### src/rtl/wb_unit.sv
// Write-back stage: drives the register-file write port from ALU results and multi-cycle loads.
// Optional WB_FORWARD_EN macro exports the write port as an EXE-stage bypass source.
module wb_unit #(
  parameter int LOAD_TIMEOUT = 255,
  parameter int CNT_W        = 16
) (
  input  logic             clk,
  input  logic             rst,
  input  logic             in_valid,
  output logic             in_ready,
  input  logic             WB_EN,
  input  logic             MEM_R_EN,
  input  logic [3:0]       Dest,
  input  logic [31:0]      ALU_Res,
  input  logic             mem_valid,
  input  logic [31:0]      mem_rdata,
  output logic             writeBackEn,
  output logic [3:0]       Dest_wb,
  output logic [31:0]      Result_WB,
  output logic             load_err,
  output logic [CNT_W-1:0] wb_count
`ifdef WB_FORWARD_EN
  ,
  output logic             fwd_valid,
  output logic [3:0]       fwd_dest,
  output logic [31:0]      fwd_data
`endif
);

  typedef enum logic {IDLE, LOAD_WAIT} state_t;

  // Last wait cycle before the load is abandoned
  localparam logic [15:0] TMO_LAST = 16'(LOAD_TIMEOUT - 1);

  state_t      state_q, state_d;
  logic [15:0] tmo_q, tmo_d;
  logic [3:0]  ld_dest_q, ld_dest_d;
  logic        ld_wen_q, ld_wen_d;
  logic        we_d;
  logic [3:0]  dest_d;
  logic [31:0] data_d;
  logic        err_set;

  assign in_ready = (state_q == IDLE);

  always_ff @(posedge clk or negedge rst) begin
    if (!rst) begin
      state_q     <= IDLE;
      tmo_q       <= '0;
      ld_dest_q   <= '0;
      ld_wen_q    <= 1'b0;
      writeBackEn <= 1'b0;
      Dest_wb     <= '0;
      Result_WB   <= '0;
      load_err    <= 1'b0;
      wb_count    <= '0;
    end else begin
      state_q     <= state_d;
      tmo_q       <= tmo_d;
      ld_dest_q   <= ld_dest_d;
      ld_wen_q    <= ld_wen_d;
      writeBackEn <= we_d;
      Dest_wb     <= dest_d;
      Result_WB   <= data_d;
      if (err_set) load_err <= 1'b1;
      if (writeBackEn) wb_count <= wb_count + CNT_W'(1);
    end
  end

  always_comb begin
    state_d   = state_q;
    tmo_d     = tmo_q;
    ld_dest_d = ld_dest_q;
    ld_wen_d  = ld_wen_q;
    we_d      = 1'b0;
    dest_d    = Dest_wb;
    data_d    = Result_WB;
    err_set   = 1'b0;
    unique case (state_q)
      IDLE: begin
        if (in_valid) begin
          if (MEM_R_EN) begin
            ld_dest_d = Dest;
            ld_wen_d  = WB_EN;
            tmo_d     = '0;
            state_d   = LOAD_WAIT;
          end else if (WB_EN) begin
            we_d   = 1'b1;
            dest_d = Dest;
            data_d = ALU_Res;
          end
        end
      end
      LOAD_WAIT: begin
        // Data arriving on the timeout edge takes priority over the abandon
        if (mem_valid) begin
          state_d = IDLE;
          if (ld_wen_q) begin
            we_d   = 1'b1;
            dest_d = ld_dest_q;
            data_d = mem_rdata;
          end
        end else if (tmo_q == TMO_LAST) begin
          err_set = 1'b1;
          state_d = IDLE;
        end else begin
          tmo_d = tmo_q + 16'd1;
        end
      end
      default: state_d = IDLE;
    endcase
  end

`ifdef WB_FORWARD_EN
  assign fwd_valid = writeBackEn;
  assign fwd_dest  = Dest_wb;
  assign fwd_data  = Result_WB;
`endif

endmodule

### config.mk
export PLATFORM = sky130hd
export DESIGN_NAME = wb_unit
export DESIGN_NICKNAME = d
export VERILOG_FILES = /design/src/rtl/wb_unit.sv
export SDC_FILE = /design/constraint.sdc
export NUM_CORES = 1
export LEC_CHECK = 0
export BUFFER_PORTS_ARGS = -buffer_cell sky130_fd_sc_hd__buf_2
export CORE_ASPECT_RATIO = 0.6
export CORE_UTILIZATION = 25
export DETAILED_ROUTE_END_ITERATION = 7
export PLACE_DENSITY = 0.57
export SLEW_MARGIN = 10
export SYNTH_ARGS = -nofsm -noshare
export SYNTH_HDL_FRONTEND = slang
export SYNTH_SLANG_ARGS = --single-unit
### constraint.sdc
create_clock -name clk -period 2.65 [get_ports clk]
set_clock_uncertainty 0.1 [all_clocks]
set_input_delay 0.53 -clock clk [delete_from_list [all_inputs] [get_ports clk]]
set_output_delay 0.53 -clock clk [all_outputs]
set_load 0.03 [all_outputs]
; ---- Yosys cells after proc, flatten, opt, wreduce, memory -nomap -nowiden
; Cells that the tools add are included.
[op_classes]
n_addsub = 2
n_eq_ne = 9
n_mux = 31
bitwise = 1
reduce_logical = 3
[ops]
columns = op, n
row1 = 2-to-1 mux 32 bit, 5
row2 = 2-to-1 mux 16 bit, 4
row3 = case mux 32 bit (2 select lines), 1
row4 = "adder 16 x 1 -> 16 bit, second input constant", 2
row5 = case mux 16 bit (2 select lines), 1
row6 = 2-to-1 mux 4 bit, 5
row7 = "equality test 16 x 8 -> 1 bit, second input constant", 1
row8 = 2-to-1 mux 1 bit, 12
row9 = "!= test 2 bit, second input constant", 5
row10 = case mux 4 bit (2 select lines), 1
row11 = "!= test 2 x 1 -> 1 bit, second input constant", 3
row12 = AND reduction 5 bit, 1
row13 = case mux 1 bit (2 select lines), 2
row14 = AND reduction 4 bit, 1
row15 = AND reduction 3 bit, 1
row16 = NOT 1 bit, 1
[word_totals]
reg_bits = 76
inputBits = 74
wordCells = 55

; ---- Depth between registers and ports, before layout
[logic_depth]
depth_word = 4
depth_mapped = 9
mapped_depth_nobuf = 8

; ---- Worst setup path after synthesis
; OpenSTA, ideal clock, no wires.
[synth_timing]
path_type = flip-flop to flip-flop
from = register state_q
to = register tmo_q[11]
setup_ns = 0.126
t_arrival_ns = 1.764
t_required_ns = 2.424
path_slack_ns = 0.660
path_stages_with_launch = 8
n_path_buf = 2
path_cell_list = dfrtp_1 -> clkbuf_1 -> inv_1 -> nand3_1 -> inv_1 -> nor2_1 -> buf_4 -> a221o_1
[synth_via]
elab_chain_cells = 3
word_cells_on_any_way = 7
[synth_rtl]
columns = item, line_no
row1 = "start, declared", 35  ; state_t state_q, state_d;
row2 = "start signal, assigned", 58  ; state_q <= state_d;
row3 = NOT 1 bit (no line) (*), -
row4 = net in_ready, 10  ; output logic in_ready,
row5 = != test 2 x 1 -> 1 bit (no line) or != test 2 bit (tied branches), -
row6 = AND reduction 4 bit (no line), -
row7 = "end signal, assigned", 59  ; tmo_q <= tmo_d;
row8 = "end, declared", 36  ; logic [15:0] tmo_q, tmo_d;
; Mark *: on every way through the listed nets, which the timed path passes. The rest lies on a longest branch.
; A chain may end at the register's enable or synchronous reset.

; ---- Worst setup path in the final report
[layout_timing]
from = register tmo_q[2]
to = register tmo_q[15]
[layout_via]
elab_chain_cells = 4
word_cells_on_any_way = 7
[layout_rtl]
columns = item, line_no
row1 = adder 16 x 1 -> 16 bit, 107  ; tmo_d = tmo_q + 16'd1;
row2 = 2-to-1 mux 16 bit, 103  ; end else if (tmo_q == TMO_LAST) begin
row3 = 2-to-1 mux 16 bit, 96  ; if (mem_valid) begin
row4 = case mux 16 bit (2 select lines), 79  ; unique case (state_q)
; Parallel ways exist; a longest one is shown, timed or not. The select of a mux whose other input is x is not followed.

==> flow_summary.json <==
{
  "synthAdderAreaFrac_pct": 1.08,
  "first_pass_iters": 4,
  "rows": 33,
  "synthCells": 339,
  "drt_iter0_drc": 185,
  "ys_ff_latch": 76,
  "dpl.cell_count": 634,
  "grt-ovfl-total": 0,
  "leakage_nw": 2.27,
  "synthSimpleGateAreaFrac_pct": 15.5,
  "max_freq_ghz": 0.458,
  "routedWlPerCell_um": 13.1,
  "critPathKind": "reg -> reg",
  "synth_top_family_by_area": "simple AND/OR/NAND/NOR gates",
  "rsz0062_at_grt": "no",
  "ir_worst_vdd_mv": 0.374,
  "start_kind": "flop",
  "synth_ff_type": "dfrtp_1",
  "hold_class": "in -> async",
  "finalSetupTns_ns": 0,
  "yosysSeqAreaShare_pct": 54.5,
  "cts_sinks": 76,
  "synth_cell_type_count": 34,
  "place_hpwl_um": 6240,
  "period_needed_ns": 2.18,
  "drive_above_1_share_pct": 32.8,
  "cp_num_cells": 6,
  "gp_congestion": 0.828,
  "grt_pass1_wl_um": 13800,
  "clk_pin_slew_ns": 0.06,
  "worstMarginPinSlew_ns": 0.589,
  "max_cap_violations": 0,
  "grt_pass1_vias": 2793,
  "yosys-top-cells-area": "dfrtp_1 (55%), mux2i_1 (11%), a21oi_1 (5.9%)",
  "pin_count": 129,
  "avgSynthCellArea_um2": 10.3,
  "path_buf_inv": 1,
  "routed_wl_um": 8500,
  "nets": 547,
  "clock-root-buffer": "clkbuf_16",
  "grt_antenna_before_repair": 0,
  "synth_enable_flop_cells": 0,
  "die_x_um": 154,
  "reg2reg_depth": 6,
  "outcome": "finished clean",
  "dieArea_um2": 14400,
  "fin_crit_sh_pct": 82.4,
  "multiInputGateArea_um2": 1500,
  "numCtsBuffers": 9,
  "synth-compound-area-share_pct": 10.6,
  "yosysWarningCount": 0,
  "clock_path_buffers": 2,
  "drcViolationCount": 0,
  "relSlewSlack_pct": 60.4,
  "port_buffers": 128,
  "synth_top_area_share_pct": 54.5,
  "antennaDiodeCount": 0,
  "cts_hold_buf": 0,
  "ys_async_sr_fraction_pct": 100,
  "fillCellCount": 1377,
  "slew_violations": 0,
  "cts_tree": "built",
  "setup_viol": 0,
  "ant_nets": 0,
  "crit_family": "simple AND/OR/NAND/NOR gates",
  "cts-resized-gates": 0,
  "final-hold-violation-count": 0,
  "num_vias": 3002,
  "cp-end-kind": "flop",
  "cp_cell_sequence": "nand3_2, or4_1, o31a_1, nor2_1, buf_4, a221o_1",
  "arrival_ns": 2.35,
  "cpPeakStageDelay_ns": 0.46,
  "synth-xor-area-share_pct": 3.77,
  "grt_max_degree": 74,
  "die_y_um": 93.5,
  "synth_mux_area_share_pct": 11.6,
  "grtUsageTotal_pct": 12.3,
  "synth_area_leader_cell": "dfrtp_1",
  "cp.required_ns": 2.82,
  "viasPerCell": 4.62,
  "area_growth_pct": 34.4,
  "syn-cell-area_um2": 3490,
  "instances_no_fill": 650,
  "cp_slowest_cell": "or4_1",
  "register_area_um2": 1900,
  "start_util_pct": 25.6,
  "clock_latency_ns": 0.33,
  "powerDensity_nw_per_um2": 908,
  "cts_max_level": 3,
  "postCtsSetupBuffers": 0,
  "cp_max_fo": 7,
  "syn_nets": 416,
  "fp.coreArea_um2": 13600
}
## worst paths after layout
path / from / to / slack, ns
worst min-delay path: rst / wb_count[15] / 0.11
worst min register to register: wb_count[15] / wb_count[15] / 0.37
max in group asynchronous: rst / Result_WB[5] / 1.75
worst max register to register: tmo_q[2] / tmo_q[15] / 0.47
worst max-delay path: tmo_q[2] / tmo_q[15] / 0.47
min in group clk: Dest[3] / ld_dest_q[3] / 0.31
## placed cells by master (no fill, tap or decap), types with 9 or more instances in the layout
cell       synthesis  final
nor2_1            48     48
nand3_1           13     13
a21oi_1           41     41
nand2_1           24     24
and3_1            11     11
buf_2              0    127
mux2i_1           37     37
xnor2_1            9      9
dfrtp_1           76     75
nor3_1            11     11
clkbuf_16          0      9
inv_1              9      9
## worst register-to-register path, stage by stage, from the launching register on
cell and delay (ns):
dfrtp_1 0.44, nand3_2 0.16, or4_1 0.46, o31a_1 0.27
nor2_1 0.31, buf_4 0.23, a221o_1 0.15
## metal layers
layer  vias up  part of all wire, %  global-route usage [%]  routed length, um
li1       1450                    -                       -                  -
met1      1427                   48                    16.5               4070
met2       115                   42                    17.8               3600
met3        10                  8.6                    4.91                732
met4         0                  1.1                    4.04                 97
met5         -                    0                       0                  0
## flip-flops by register name (all words and copies together), names as in the netlist
| name | cells |
|---|---|
| Result_WB | 32 |
| tmo_q | 16 |
| wb_count | 16 |
| Dest_wb | 4 |
| ld_dest_q | 4 |
| ld_wen_q | 1 |
| load_err | 1 |
| state_q | 1 |
| writeBackEn | 1 |
## metrics by stage
| stage | total power [mW] | hold WS [ns] | setup WS [ns] | util [%] | cell area [um2] |
|---|---|---|---|---|---|
| after floorplan | 2.51 | 0.134 | 0.660 | - | 3490 |
| after global placement | 2.94 | 0.357 | 0.565 | 32.1 | 4370 |
| after detailed placement | 2.98 | 0.367 | 0.489 | 32.1 | 4370 |
| after CTS | 4.32 | 0.115 | 0.467 | 34.4 | 4690 |
| after global routing | 4.53 | 0.151 | 0.236 | 34.4 | 4690 |
| final | 4.26 | 0.107 | 0.465 | 34.4 | 4690 |
## kinds of logic (layout without fill, tap and decap cells)
group,Yosys count,count (layout)
AND/OR/NAND/NOR,119,119
flip-flops,76,76
AO/OA/AOI/OAI,62,62
multiplexers,40,40
buffers and inverters,24,160
XOR/XNOR,15,15
adder cells (fa/ha/maj),3,3
## area by class of cell
cell class | instances | area share [%]
sequential | 76 | 40.6
multi-input combinational | 239 | 31.9
tap | 175 | 4.67
clock inverter | 6 | 1.89
inverter | 10 | 0.801
timing repair buffer | 134 | 15.2
clock buffer | 10 | 4.88
## power by group
group / internal [mW] / switching [mW]
Clock: 0.825 / 0.480
Sequential: 1.44 / 0.207
Combinational: 0.429 / 0.878
Total: 2.69 / 1.56
## synth_stat cells (2+ instances only)
| cell type | count |
|---|---|
| nand3_1 | 13 |
| xor2_1 | 6 |
| clkbuf_1 | 11 |
| a211o_1 | 4 |
| nand2_1 | 24 |
| nor3_1 | 11 |
| o21ai_0 | 3 |
| and3_1 | 11 |
| dfrtp_1 | 76 |
| a221o_1 | 3 |
| nand2b_1 | 2 |
| nor2_1 | 48 |
| mux2i_1 | 37 |
| nand4_1 | 6 |
| a31oi_1 | 4 |
| inv_1 | 9 |
| o2bb2ai_1 | 2 |
| mux2_2 | 3 |
| ha_1 | 3 |
| xnor2_1 | 9 |
| a21oi_1 | 41 |
No activity file was read; power rests on OpenSTA's default activity.
